==> config.mk <==
export PLATFORM = sky130hd
export DESIGN_NAME = current_source_ctrl
export DESIGN_NICKNAME = d
export VERILOG_FILES = /design/src/rtl/current_source_ctrl.sv
export SDC_FILE = /design/constraint.sdc
export NUM_CORES = 1
export LEC_CHECK = 0
export ABC_AREA = 1
export BUFFER_PORTS_ARGS = -buffer_cell sky130_fd_sc_hd__buf_2
export CORE_AREA = 3 3 101 64
export CTS_CLUSTER_DIAMETER = 120
export DETAILED_ROUTE_END_ITERATION = 8
export DIE_AREA = 0 0 104 67
export GPL_ROUTABILITY_DRIVEN = 1
export GPL_TIMING_DRIVEN = 1
export PLACE_DENSITY_LB_ADDON = 0.08
export SYNTH_ARGS = -nofsm -noshare
export SYNTH_HDL_FRONTEND = slang
export SYNTH_SLANG_ARGS = --single-unit
export TNS_END_PERCENT = 30
==> constraint.sdc <==
create_clock -name CLK -period 1.8 [get_ports CLK]
set_input_delay 0.18 -clock CLK [delete_from_list [all_inputs] [get_ports CLK]]
set_output_delay 0.18 -clock CLK [all_outputs]
set_load 0.02 [all_outputs]
==> src/rtl/current_source_ctrl.sv <==
// Closed-loop oscillator current-source controller: times the counter window, evaluates the
// frozen edge count against TARGET with a deadband and steps a saturating DAC code.
module current_source_ctrl #(
    parameter int CODE_W        = 6,
    parameter int CODE_INIT     = 32,
    parameter int WINDOW_CYCLES = 64,
    parameter int SETTLE_CYCLES = 4,
    parameter int DEADBAND      = 2,
    parameter int LOCK_COUNT    = 4
) (
    input  logic              CLK,
    input  logic              internal_rst_n,
    input  logic              EN,
    input  logic [7:0]        TARGET,
    input  logic [7:0]        COUNTER,
    output logic              COUNT_DONE,
    output logic [CODE_W-1:0] ISRC_CODE,
    output logic              MEAS_VALID,
    output logic [7:0]        MEAS_COUNT,
    output logic              LOCKED,
    output logic              SAT_HI,
    output logic              SAT_LO
);

    localparam logic [1:0] S_IDLE   = 2'd0;
    localparam logic [1:0] S_WINDOW = 2'd1;
    localparam logic [1:0] S_HOLD   = 2'd2;
    localparam logic [1:0] S_EVAL   = 2'd3;

    localparam int TMR_MAX = (WINDOW_CYCLES > SETTLE_CYCLES) ? WINDOW_CYCLES : SETTLE_CYCLES;
    localparam int TMR_W   = (TMR_MAX > 1) ? $clog2(TMR_MAX) : 1;
    localparam int LOCK_W  = $clog2(LOCK_COUNT + 1);

    localparam logic [TMR_W-1:0]  WIN_LAST    = TMR_W'(WINDOW_CYCLES - 1);
    localparam logic [TMR_W-1:0]  SETTLE_LAST = TMR_W'(SETTLE_CYCLES - 1);
    localparam logic [LOCK_W-1:0] LOCK_FULL   = LOCK_W'(LOCK_COUNT);
    localparam logic [CODE_W-1:0] CODE_MAX    = {CODE_W{1'b1}};
    localparam logic signed [9:0] DB_S        = 10'(DEADBAND);

    logic [1:0]        state_q, state_d;
    logic [TMR_W-1:0]  timer_q, timer_d;
    logic [LOCK_W-1:0] lock_q, lock_d;
    logic [CODE_W-1:0] code_q, code_d;
    logic              count_done_q, count_done_d;
    logic              meas_valid_q, meas_valid_d;
    logic [7:0]        meas_count_q, meas_count_d;
    logic              locked_q, locked_d;
    logic              sat_hi_q, sat_hi_d;
    logic              sat_lo_q, sat_lo_d;

    // Signed error over 10 bits cannot wrap, so the band edges clamp naturally at 0 and 255.
    logic signed [9:0] err;
    assign err = $signed({2'b00, COUNTER}) - $signed({2'b00, TARGET});

    function automatic logic [CODE_W-1:0] step_code(input logic [CODE_W-1:0] code,
                                                     input logic up);
        if (up)
            return (code == CODE_MAX) ? code : code + 1'b1;
        else
            return (code == '0) ? code : code - 1'b1;
    endfunction

    always_comb begin
        state_d      = state_q;
        timer_d      = timer_q;
        lock_d       = lock_q;
        code_d       = code_q;
        meas_valid_d = 1'b0;
        meas_count_d = meas_count_q;
        locked_d     = locked_q;
        sat_hi_d     = sat_hi_q;
        sat_lo_d     = sat_lo_q;

        case (state_q)
            S_IDLE: begin
                if (EN) begin
                    state_d = S_WINDOW;
                    timer_d = '0;
                end
            end
            S_WINDOW, S_HOLD: begin
                if (!EN) begin
                    state_d  = S_IDLE;
                    timer_d  = '0;
                    lock_d   = '0;
                    locked_d = 1'b0;
                end else if (timer_q == ((state_q == S_WINDOW) ? WIN_LAST : SETTLE_LAST)) begin
                    state_d = (state_q == S_WINDOW) ? S_HOLD : S_EVAL;
                    timer_d = '0;
                end else begin
                    timer_d = timer_q + 1'b1;
                end
            end
            default: begin
                state_d      = EN ? S_WINDOW : S_IDLE;
                timer_d      = '0;
                meas_valid_d = 1'b1;
                meas_count_d = COUNTER;
                sat_hi_d     = 1'b0;
                sat_lo_d     = 1'b0;
                if (err < -DB_S) begin
                    code_d   = step_code(code_q, 1'b1);
                    sat_hi_d = (code_q == CODE_MAX);
                    lock_d   = '0;
                    locked_d = 1'b0;
                end else if (err > DB_S) begin
                    code_d   = step_code(code_q, 1'b0);
                    sat_lo_d = (code_q == '0);
                    lock_d   = '0;
                    locked_d = 1'b0;
                end else begin
                    if (lock_q != LOCK_FULL)
                        lock_d = lock_q + 1'b1;
                    locked_d = (lock_q >= LOCK_FULL - 1'b1);
                end
            end
        endcase

        count_done_d = (state_d != S_WINDOW);
    end

    always_ff @(posedge CLK or negedge internal_rst_n) begin
        if (!internal_rst_n) begin
            state_q      <= S_IDLE;
            timer_q      <= '0;
            lock_q       <= '0;
            code_q       <= CODE_W'(CODE_INIT);
            count_done_q <= 1'b1;
            meas_valid_q <= 1'b0;
            meas_count_q <= '0;
            locked_q     <= 1'b0;
            sat_hi_q     <= 1'b0;
            sat_lo_q     <= 1'b0;
        end else begin
            state_q      <= state_d;
            timer_q      <= timer_d;
            lock_q       <= lock_d;
            code_q       <= code_d;
            count_done_q <= count_done_d;
            meas_valid_q <= meas_valid_d;
            meas_count_q <= meas_count_d;
            locked_q     <= locked_d;
            sat_hi_q     <= sat_hi_d;
            sat_lo_q     <= sat_lo_d;
        end
    end

    assign COUNT_DONE = count_done_q;
    assign ISRC_CODE  = code_q;
    assign MEAS_VALID = meas_valid_q;
    assign MEAS_COUNT = meas_count_q;
    assign LOCKED     = locked_q;
    assign SAT_HI     = sat_hi_q;
    assign SAT_LO     = sat_lo_q;

endmodule
; ---- After elaboration in Yosys (flattened, before gate mapping)
; Index checks and enable logic that the tools add are counted.
[op_classes]
reduce_logical = 9
n_bitwise = 2
magnitude_cmp = 3
muxes = 28
addsub = 5
eq_ne = 10
[ops]
columns = cell, n
row1 = $mux W6, 8
row2 = $add A6 B1 Y6 const B, 2
row3 = $mux W3, 4
row4 = $pmux W6 S2, 1
row5 = $gt A9 B3 Y1 const B, 1
row6 = $lt A9 B2 Y1 const B, 1
row7 = $mux W1, 9
row8 = $sub A8 B8 Y9, 1
row9 = $ne A2 B2 Y1 const B, 4
row10 = $eq A6 B6 Y1, 1
row11 = $eq A6 B6 Y1 const B, 1
row12 = $logic_not A6 Y1, 1
row13 = $mux W2, 3
row14 = $pmux W3 S2, 1
row15 = $sub A6 B1 Y6 const B, 1
row16 = $pmux W2 S2, 1
row17 = $reduce_and A4 Y1, 1
row18 = $reduce_bool A4 Y1, 1
row19 = $add A3 B1 Y3 const B, 1
row20 = $ge A3 B2 Y1 const B, 1
row21 = $ne A3 B3 Y1 const B, 1
row22 = $reduce_and A3 Y1, 1
row23 = $reduce_or A3 Y1, 1
row24 = $eq A2 B1 Y1 const B, 1
row25 = 8 further kinds, 9
[totals]
elab_cells = 67
reg_bits = 30
out_inout_bits = 19
input_bits = 19

; ---- Depth between registers and ports, before layout
; Gate-level depths: netlist (run 1).
[depth]
ltp_word = 7
depth_mapped = 24
depth_no_buf = 24

; ---- Worst setup path before layout (run 1)
; OpenSTA, ideal clock, no wires.
[synth_path]
kind = input to register
startpoint = input TARGET[2]
endpoint = register code_q[4], in the netlist ISRC_CODE[4]
stages = 20
required_time_ns = 1.683
path_slack_ns = -0.382
arrival_time_ns = 2.065
path_buffers = 0
setup_ns = 0.117
path_cell_list = inv_1 -> ha_1 -> or2_4 -> nand3_1 -> nand2_1 -> nand2_1 -> nand2_2 -> nor2_2 -> nand2_4 -> nand2_8 -> nand2_4 -> nand2_1 -> inv_1 -> ha_1 -> inv_1 -> nand2_2 -> nand3_2 -> nand3_1 -> nand3_1 -> nand2_1
[synth_via]
elab_chain_len = 4
elab_cells_between_ends = 8
classes_between = add/sub: 1 / order compare: 2 / eq/ne: 2 / mux: 1 / reduce/logical: 2
[synth_rtl]
columns = item, line
row1 = from (decl), 14  ; input logic [7:0] TARGET,
row2 = $sub A8 B8 Y9 (*), 53  ; assign err = $signed({2'b00, COUNTER}) - $signed({2'b00, TARGET});
row3 = $lt A9 B2 Y1 / $gt A9 B3 Y1 (equally long branches), "101, 106"
row4 = $ne A2 B2 Y1 (no line) / $reduce_bool A2 Y1 (equally long branches), n/a
row5 = $reduce_and A4 Y1 (no line), n/a
row6 = to (signal assigned), 127  ; code_q <= CODE_W'(CODE_INIT);
row7 = to (signal assigned), 138  ; code_q <= code_d;
row8 = to (decl), 43  ; logic [CODE_W-1:0] code_q, code_d;
; Mark *: on every way between the ends. The rest lies on a longest branch, timed or not.
; A chain may end at the register's enable or synchronous reset.

; ---- Worst setup path after layout (run 1)
[layout_path]
startpoint = input COUNTER[4]
endpoint = register code_q[4], in the netlist ISRC_CODE[4]
[layout_via]
elab_chain_len = 4
elab_cells_between_ends = 8
classes_between = add/sub: 1 / order compare: 2 / eq/ne: 2 / mux: 1 / reduce/logical: 2
[layout_rtl]
columns = item, line
row1 = from (decl), 15  ; input logic [7:0] COUNTER,
row2 = $sub A8 B8 Y9 (*), 53
row3 = $lt A9 B2 Y1 / $gt A9 B3 Y1 (equally long branches), "101, 106"
row4 = $ne A2 B2 Y1 (no line) / $reduce_bool A2 Y1 (equally long branches), n/a
row5 = $reduce_and A4 Y1 (no line), n/a
; Marks and branches as above.

==> flow_summary.ini, run 1 <==
[setup_path]
worstSetupStartpointType = input pin
crit_slowest_cell = ha_4
crit_fanout = 4
cp_data_required_time_ps = 1980
path_common_cell = nand2_4
cp_cell_sequence = buf_2 -> ha_4 -> nand2_4 -> nand2_4 -> a21oi_4 -> nand2_1 -> nand2_1 -> nand2_2 -> nor2_4 -> nand2_4 -> nand2_8 -> nand2_4 -> nand2_2 -> inv_2 -> ha_4 -> inv_2 -> nand2_4 -> nand3_2 -> nand3_1 -> nand3_1 -> nand2_1
slowest_delay_ps = 280
arrival_ps = 2080
critPathKind = in2reg
crit_path_end_kind = register

[synth]
async_reset_ff_share_pct = 100
mappedNetlistNets = 337
synthFlopType = dfrtp_1
yosys.area_share.xor_xnor_pct = 3.15
synth_mux_area_share_pct = 0
ys_types = 33
synth_cells = 301
synth_seq_cells = 30
synth_compound_area_share_pct = 8.26
ys_seq_area_share_pct = 33.8
yosysWarnings = 0
synth-simple-area-share_pct = 36.3
synth_top_family_by_area = simple AND/OR/NAND/NOR gates
synth_area_um2 = 2230
post_synth.cell_area_avg_um2 = 7.39
yosys.area_share.adder_pct = 9.56
synth_edf_count = 0

[global_routing]
overflow = 0
grt_pass1_wl_mm = 9.21
grt_start_max_net_pins = 31
grt_pass1_vias = 1896
grt_util_all_layers_pct = 16.9
antenna_found_initial = 0

[drt]
firstDrtPassIters = 4
drt-vias-per-instance = 4.61
post-route-drc-count = 0
wirelength_mm = 5.76
drt_iter0_drc = 77
routedWlPerCell_um = 12.5
postRouteAntennaNets = 0
vias = 2118

[power_and_ir_drop]
cellPowerDensity_nw_per_um2 = 987
cellLeakagePower_nw = 1.59
ir_worst_vdd_uv = 558

[clock_tree]
cts_buffer_depth = 2
cts_root_buffer = clkbuf_8
numCtsBuffers = 5
cts_num_sinks = 30
cts_tree = yes
path_clk_slew_ps = 70
h-tree-depth = 2
clk_latency_ps = 290

[sta]
fmax_mhz = 527
period_minus_slack_ps = 1900
rsz0062_at_grt = true
setup_viol = 9
max-slew-margin-rel_pct = 52.5
fin_skew_ps = 3.73
fin_crit_sh_pct = 105
hold_viol = 0
holdWs_ps = 131
setup_ws_ps = -98.9
tightestPinTransition_ps = 712
drv_slew = 0

[layout]
final_nets = 414
multi_input_area_um2 = 1610
final_cells = 459
drive_above_1_share_pct = 44.9
fillCellCount = 531
area.growth.synth_to_final_pct = 46.7
fin_area_um2 = 3260
n_antenna_cell = 0
fin_util_pct = 58.6
seq_area_um2 = 753

[die]
die_area_um2 = 6970
ios = 38
core.rowCount = 21
die_h_um = 67
die_x_um = 104
core_um2 = 5570
initial_core_util_pct = 40.0

[placed_design]
postPlaceCellArea_um2 = 2840
numPortBuffers = 37
hpwlAfterDp_mm = 4.36
pre_cts_slack_ps = -471
gp_congestion = 0.853
place_inst = 446

[outcome]
failed_checks = negative setup slack
status = complete, but fails checks

[flow_run]
cap_viol_max_count = 0

[min_path]
holdCritPathClass = in2reg
[metal layers]
| metal | vias up | wire (um) | track usage, % |
|---|---|---|---|
| met5 | - | 0 | 0 |
| met4 | 0 | 70 | 5.97 |
| met3 | 8 | 263 | 3.39 |
| met2 | 46 | 2180 | 21.7 |
| met1 | 952 | 3240 | 26.6 |
| li1 | 1112 | - | - |
[sequential cells by signal (all words and copies together), names as in the netlist]
| name | count |
|---|---|
| state_q | 2 |
| SAT_LO | 1 |
| ISRC_CODE | 6 |
| MEAS_VALID | 1 |
| MEAS_COUNT | 8 |
| COUNT_DONE | 1 |
| LOCKED | 1 |
| SAT_HI | 1 |
| lock_q | 3 |
| timer_q | 6 |
[final timing paths]
kind	start	endpoint	slack [ps]	depth (start not counted)
min reg2reg	MEAS_COUNT[5]	MEAS_COUNT[5]	470	2
max reg2reg	state_q[1]	COUNT_DONE	160	8
max in group asynchronous	internal_rst_n	ISRC_CODE[4]	870	2
min	COUNTER[3]	MEAS_COUNT[3]	130	3
max	COUNTER[4]	ISRC_CODE[4]	-100	21
min in group asynchronous	internal_rst_n	MEAS_COUNT[2]	470	2
[worst max-delay path: cells and delay by family]
family | cells | cell delay (ps)
AOI/OAI and AO/OA | 1 | 170
adders and majority gates | 2 | 420
buffers and inverters | 3 | 220
and+or+nand+nor | 15 | 1080
[where the power goes]
part / total, mW / switching [mW] / internal (mW) / leakage (nW)
logic: 1.63 / 0.981 / 0.646 / 1.19
clock network: 0.603 / 0.296 / 0.307 / 0.0472
registers: 0.993 / 0.135 / 0.858 / 0.354
[metrics by stage]
| stage | setup TNS (ps) | total power, mW |
|---|---|---|
| 6_report | -455 | 3.22 |
| 5_1_grt | -1410 | 3.47 |
| 4_1_cts | -196 | 3.07 |
| 3_5_place_dp | -4470 | 2.41 |
| 3_3_place_gp | -4390 | 2.40 |
| 2_1_floorplan | -511 | 1.94 |
[synth_stat cells, types with 5 or more instances]
| cell type | number | share of area, % |
|---|---|---|
| o21ai_0 | 14 | 3.1 |
| ha_1 | 17 | 9.6 |
| dfrtp_1 | 28 | 31 |
| inv_1 | 46 | 7.8 |
| nand2_2 | 11 | 3.1 |
| nand2_1 | 78 | 13 |
| a21oi_1 | 6 | 1.3 |
| xor2_1 | 5 | 2.0 |
| nor2_1 | 24 | 4.0 |
| nand3_1 | 26 | 5.8 |
[kinds of logic (layout without fill, tap and decap cells)]
family	Yosys count	count (layout)
and+or+nand+nor	162	162
AOI/OAI and AO/OA	31	31
xor gates and xnor gates	8	8
buffers and inverters	53	131
DFF	30	30
adders and majority gates	17	17
[cell type report]
| cell class | count | share of cell area [%] |
|---|---|---|
| timing repair buffer | 72 | 15.4 |
| clock inverter | 2 | 0.383 |
| inverter | 51 | 6.25 |
| sequential | 30 | 23.1 |
| multi-input combinational | 218 | 49.3 |
| clock buffer | 6 | 2.53 |
| tap | 80 | 3.07 |
[timing repair]
action / 4_1_cts / 5_1_grt
buffers inserted: 3 / 1
endpoints found under the setup margin: 10 / 16
hold buffers: 1 / 0
gates resized for setup: 16 / 60
pin swaps: 16 / 43
endpoints found under the hold margin: 28 / 0
[cell usage in the layout, fill, tap and decap left out, types with 10 or more instances in the layout]
cell / count
nand2_4: 16
nor2_1: 19
inv_1: 32
nand2_2: 16
o21ai_0: 10
buf_4: 32
buf_2: 32
dfrtp_1: 28
nand2_1: 60
nand3_1: 20
inv_2: 15
No activity file was read; power rests on OpenSTA's default activity.
==> run 2, diff against run 1 <==
--- a/config.mk
+++ b/config.mk
@@ -5,12 +5,12 @@
 export SDC_FILE = /design/constraint.sdc
 export NUM_CORES = 1
 export LEC_CHECK = 0
-export ABC_AREA = 1
 export BUFFER_PORTS_ARGS = -buffer_cell sky130_fd_sc_hd__buf_2
-export CORE_AREA = 3 3 101 64
+export CORE_AREA = 3 3 98 63
 export CTS_CLUSTER_DIAMETER = 120
+export CTS_CLUSTER_SIZE = 25
 export DETAILED_ROUTE_END_ITERATION = 8
-export DIE_AREA = 0 0 104 67
+export DIE_AREA = 0 0 101 66
 export GPL_ROUTABILITY_DRIVEN = 1
 export GPL_TIMING_DRIVEN = 1
 export PLACE_DENSITY_LB_ADDON = 0.08
==> run 2 against run 1 <==
Net effect:
- the flow still finishes with violations (negative setup slack)
- global-route usage about the same
- register-to-register slack lost 340 ps
- sequential cell count unchanged
- clock skew increased by 3.4 ps
- design area fell by 8.9%
- cell count fell by 16%
- via count is 8.9% lower
- setup slack got worse by 300 ps
- area after synthesis down 5.3%
- synthesized cell count decreased by 24%
- critical endpoint unchanged
==> flow_summary.ini, run 2 <==
[outcome]
status = complete, but fails checks
failed_checks = negative setup slack

[die]
die_h_um = 66
initial_core_util_pct = 38.9
core_um2 = 5410
die_x_um = 101
ios = 38
core.rowCount = 21
die_area_um2 = 6670

[synth]
post_synth.cell_area_avg_um2 = 9.24
synth.area.top_cells = dfrtp_1, ha_1, mux2_2
synth_seq_cells = 30
synthFlopType = dfrtp_1
async_reset_ff_share_pct = 100
ys_seq_area_share_pct = 35.7
yosysWarnings = 0
synth_commonest_cells = dfrtp_1, inv_1, nand2_1
synth_area_um2 = 2110
ys_types = 55
yosys.area.top_type_share_pct = 33.3
yosys.area.top_type = dfrtp_1
mappedNetlistNets = 264
synth_cells = 228
yosysMostFrequentCell = dfrtp_1
synth_edf_count = 0

[global_routing]
grt_pass1_vias = 1876
grt_util_all_layers_pct = 16.9
antenna_found_initial = 0
grt_start_max_net_pins = 31
grt_pass1_wl_mm = 8.75
overflow = 0

[min_path]
holdCritPathClass = in2reg
holdPathEnd = MEAS_COUNT[6]
worstHoldPathCells = 2
hold_start = COUNTER[6]

[sta]
tightestPinTransition_ps = 674
fin_skew_ps = 7.17
final.setup.tns_ps = -3270
fmax_mhz = 455
period_minus_slack_ps = 2200
fin_crit_sh_pct = 122
hold_viol = 0
rsz0062_at_grt = true
drv_slew = 0
max-slew-margin-rel_pct = 55.0
setup_ws_ps = -398
setup_viol = 15

[clock_tree]
h-tree-depth = 2
path_clk_slew_ps = 70
cts_tree = yes
cts_num_sinks = 30
cts_root_buffer = clkbuf_8
cts_buffer_depth = 2
numCtsBuffers = 5
clk_latency_ps = 290

[drt]
wirelength_mm = 5.23
drt_iter0_drc = 66
firstDrtPassIters = 4
routedWlPerCell_um = 13.6
drt-vias-per-instance = 5.01
vias = 1930
postRouteAntennaNets = 0
post-route-drc-count = 0

[layout]
area.growth.synth_to_final_pct = 41.2
seq_area_um2 = 753
layout_commonest_cell = buf_4
final_nets = 351
fin_util_pct = 54.9
multi_input_area_um2 = 1380
largest_reg_flops = 8
mostFrequentLayoutCells = buf_4, buf_2, dfrtp_1
drive_above_1_share_pct = 43.4
n_antenna_cell = 0
final_cells = 385
fillCellCount = 498

[setup_path]
ff2ff_path_depth = 7
arrival_ps = 2410
cp_data_required_time_ps = 2010
r2r_end = ISRC_CODE[1]
worstSetupStartpointType = input pin
critPathKind = in2reg
rrSetupSlack_ps = -180
crit_path_end_kind = register
crit_fanout = 4
rr_startpoint = ISRC_CODE[2]

[flow_run]
cap_viol_max_count = 0

[power_and_ir_drop]
cellLeakagePower_nw = 1.47
ir_worst_vdd_uv = 554
cellPowerDensity_nw_per_um2 = 1050
power_mw = 3.13

[placed_design]
numPortBuffers = 37
gp_congestion = 0.785
place_inst = 372
hpwlAfterDp_mm = 3.96
-- run 2: worst max-delay path by stage --
| stage | depth (start not counted) | to | from | slack, ps |
|---|---|---|---|---|
| detailed placement | 12 | ISRC_CODE[4] | COUNTER[4] | -800 |
| floorplan | 13 | ISRC_CODE[4] | TARGET[5] | -700 |
| global route | 14 | ISRC_CODE[4] | TARGET[5] | -530 |
| CTS | 10 | ISRC_CODE[1] | TARGET[5] | -360 |
| finish | 14 | ISRC_CODE[4] | COUNTER[0] | -400 |
| global placement | 13 | ISRC_CODE[4] | TARGET[4] | -770 |
-- run 2: cell families (layout without fill, tap and decap cells) --
family / after synthesis / in the layout / share of synthesized area [%]
AO/OA/AOI/OAI: 63 / 63 / 21.0
XOR/XNOR: 11 / 11 / 4.57
adder cells (fa/ha/maj): 17 / 17 / 10.1
buffers and inverters: 28 / 116 / 5.70
flip-flops: 30 / 30 / 35.7
multiplexers: 11 / 11 / 6.06
AND/OR/NAND/NOR: 68 / 68 / 16.9
-- run 2: layout make-up --
cell class | instances | area share [%]
Timing Repair Buffer | 86 | 18.8
Clock buffer | 5 | 2.31
Sequential cell | 30 | 25.3
Tap cell | 69 | 2.90
Clock inverter | 3 | 1.35
Inverter | 22 | 3.03
Multi-Input combinational cell | 170 | 46.3
-- run 2: critical path, cell delays in order --
cell and delay, ps:
buf_2 90, inv_1 50, ha_1 200, nand2b_2 220
a2111o_1 410, o311ai_4 120, nand4_4 120, nand2_2 90
xor2_1 150, ha_2 230, and3_1 160, nand3_1 70
a22oi_2 160, xor2_1 150
-- run 2: stage by stage --
stage	hold WS (ps)	instance area, um2	worst slack [ps]
after floorplan	-116	2180	-703
after CTS	130	2940	-358
after detailed placement	272	2740	-796
after global routing	137	2970	-534
after global placement	278	2740	-770
final	141	2970	-398
-- run 2: where the power goes --
| group | internal, mW | total (mW) | switching, mW |
|---|---|---|---|
| Sequential | 0.862 | 0.964 | 0.103 |
| Clock | 0.407 | 0.684 | 0.277 |
| Combinational | 0.684 | 1.48 | 0.796 |
| Total | 1.95 | 3.13 | 1.18 |
-- run 2: timing repair --
item | in CTS | in global routing
pin swaps | 19 | 7
resized for setup | 19 | 6
hold buffers | 1 | 0
buffers inserted | 3 | 1
endpoints found under the hold margin | 28 | 0
endpoints found under the setup margin | 19 | 19
-- run 2: layer usage --
layer / vias to the layer above / part of all wire, % / GRT usage, % / wire, um
met1: 882 / 53 / 24.4 / 2800
met2: 43 / 39 / 24.2 / 2070
li1: 997 / - / - / -
met4: 0 / 1.2 / 5.31 / 65
met3: 8 / 5.8 / 4.64 / 305
met5: - / 0 / 0 / 0
==> run 3, diff against run 2 <==
--- a/config.mk
+++ b/config.mk
@@ -6,14 +6,16 @@
 export NUM_CORES = 1
 export LEC_CHECK = 0
 export BUFFER_PORTS_ARGS = -buffer_cell sky130_fd_sc_hd__buf_2
-export CORE_AREA = 3 3 98 63
+export CORE_AREA = 3 3 82 53
+export CTS_BUF_LIST = sky130_fd_sc_hd__clkbuf_4 sky130_fd_sc_hd__clkbuf_8
 export CTS_CLUSTER_DIAMETER = 120
 export CTS_CLUSTER_SIZE = 25
 export DETAILED_ROUTE_END_ITERATION = 8
-export DIE_AREA = 0 0 101 66
+export DIE_AREA = 0 0 85 56
 export GPL_ROUTABILITY_DRIVEN = 1
 export GPL_TIMING_DRIVEN = 1
 export PLACE_DENSITY_LB_ADDON = 0.08
+export SLEW_MARGIN = 0
 export SYNTH_ARGS = -nofsm -noshare
 export SYNTH_HDL_FRONTEND = slang
 export SYNTH_SLANG_ARGS = --single-unit
==> run 3 against run 2 <==
Net effect:
- count of clock-buffer cells in the layout increased by 2
- non-clock buffer count grew 2
- critical endpoint unchanged
- register-to-register slack worse by 60 ps
- the flow still finishes with violations (negative setup slack)
==> flow_summary.ini, run 3 (synthesized netlist as in run 2, its figures left out) <==
[drt]
drt_iter0_drc = 110
routedWlPerCell_um = 15.4
drt-vias-per-instance = 5.58
postRouteAntennaNets = 0
post-route-drc-count = 0
wirelength_mm = 5.61
firstDrtPassIters = 4
vias = 2038

[placed_design]
postPlaceCellArea_um2 = 2710
place_inst = 350
numPortBuffers = 37
hpwlAfterDp_mm = 3.85
gp_congestion = 0.832

[layout]
layout_commonest_cell = buf_4
n_antenna_cell = 0
largest_reg_flops = 8
final_cells = 365
drive_above_1_share_pct = 45.3
fin_area_um2 = 3020
area.growth.synth_to_final_pct = 43.3
final_nets = 353
mostFrequentLayoutCells = buf_4, buf_2, dfrtp_1

[clock_tree]
cts_num_sinks = 30
path_clk_slew_ps = 70
cts_tree = yes
cts_buffer_depth = 2
clk_latency_ps = 290
h-tree-depth = 2
cts_root_buffer = clkbuf_8
numCtsBuffers = 5

[min_path]
worstHoldPathCells = 2
holdPathEnd = MEAS_COUNT[5]
holdCritPathClass = in2reg
hold_start = COUNTER[5]

[setup_path]
rr_startpoint = ISRC_CODE[2]
ff2ff_path_depth = 7
arrival_ps = 2500
r2r_end = ISRC_CODE[1]
crit_path_end_kind = register
worstSetupStartpointType = input pin
critPathKind = in2reg
cp_data_required_time_ps = 2020
crit_fanout = 6
rrSetupSlack_ps = -240

[power_and_ir_drop]
ir_worst_vdd_uv = 733
power_mw = 3.10
cellPowerDensity_nw_per_um2 = 1030
cellLeakagePower_nw = 1.50

[die]
core_um2 = 3640
initial_core_util_pct = 57.9
ios = 38
die_h_um = 56
die_x_um = 85
die_area_um2 = 4760
core.rowCount = 17

[global_routing]
grt_util_all_layers_pct = 23.0
grt_pass1_vias = 1884
antenna_found_initial = 0
grt_start_max_net_pins = 31
grt_pass1_wl_mm = 8.80
overflow = 0

[sta]
final.setup.tns_ps = -3580
setup_ws_ps = -479
rsz0062_at_grt = true
setup_viol = 12
drv_slew = 0
period_minus_slack_ps = 2280
holdWs_ps = 134
tightestPinTransition_ps = 676
max-slew-margin-rel_pct = 54.9
hold_viol = 0
fin_skew_ps = 4.92
fin_crit_sh_pct = 127
fmax_mhz = 439

[flow_run]
cap_viol_max_count = 0

[outcome]
status = complete, but fails checks
failed_checks = negative setup slack
## run 3: cell count changes in the layout (fill, tap and decap cells not counted), moves of 2 or more
cell     change
buf_4        -4
buf_6        +5
buf_8        +2
o21ai_1      -2
## run 3: worst max-delay path: stages
cell and delay, ps:
buf_8 80, inv_8 20, ha_4 290, buf_4 120, o21ai_0 170, a2111oi_4 460
nand4_4 150, nand2_2 110, xor2_1 150, ha_2 230, and3_1 160, nand3_1 80
a22oi_2 140, xor2_1 150
## run 3: metrics by stage
stage | utilization, % | worst slack (ps)
after global placement | 74.5 | -729
after CTS | 80.7 | -471
after detailed placement | 74.5 | -802
after floorplan | - | -703
after global routing | 83.0 | -590
final | 83.0 | -479
## run 3: cell type report
cell class	count	area, um2
multi-input cells	170	1410
flip-flops and latches	30	753
fillers	212	618
repair buffers	88	609
clock buffers	7	90.1
inverters	22	90.1
well taps	47	58.8
clock inverters	1	5.00
## run 3: how the worst max path moves through the flow
stage	start	to	slack, ps	cells after the start
global route	TARGET[5]	ISRC_CODE[4]	-590	14
detailed placement	TARGET[4]	ISRC_CODE[4]	-800	13
floorplan	TARGET[5]	ISRC_CODE[4]	-700	13
finish	TARGET[5]	ISRC_CODE[4]	-480	14
global placement	TARGET[4]	ISRC_CODE[4]	-730	13
CTS	TARGET[5]	ISRC_CODE[2]	-470	15
## run 3: timing repair
item / 4_1_cts / 5_1_grt
pin swaps: 21 / 18
endpoints found under the setup margin: 19 / 15
resized for setup: 25 / 16
setup buffers: 4 / 2
hold endpoints to repair: 28 / 0
hold buffers: 1 / 0
## run 3: metal layers
| layer | GRT usage [%] | vias to the layer above | part of all wire [%] |
|---|---|---|---|
| met4 | 5.42 | 0 | 1.7 |
| met2 | 32.4 | 95 | 43 |
| met3 | 7.10 | 12 | 8.0 |
| met1 | 34.0 | 930 | 47 |
| met5 | 0 | - | 0 |
| li1 | - | 1001 | - |
## run 3: power breakdown
group | internal [mW] | total [mW] | switching (mW)
combinational | 0.694 | 1.54 | 0.844
sequential | 0.862 | 0.976 | 0.114
clock | 0.323 | 0.589 | 0.266
total | 1.88 | 3.10 | 1.22
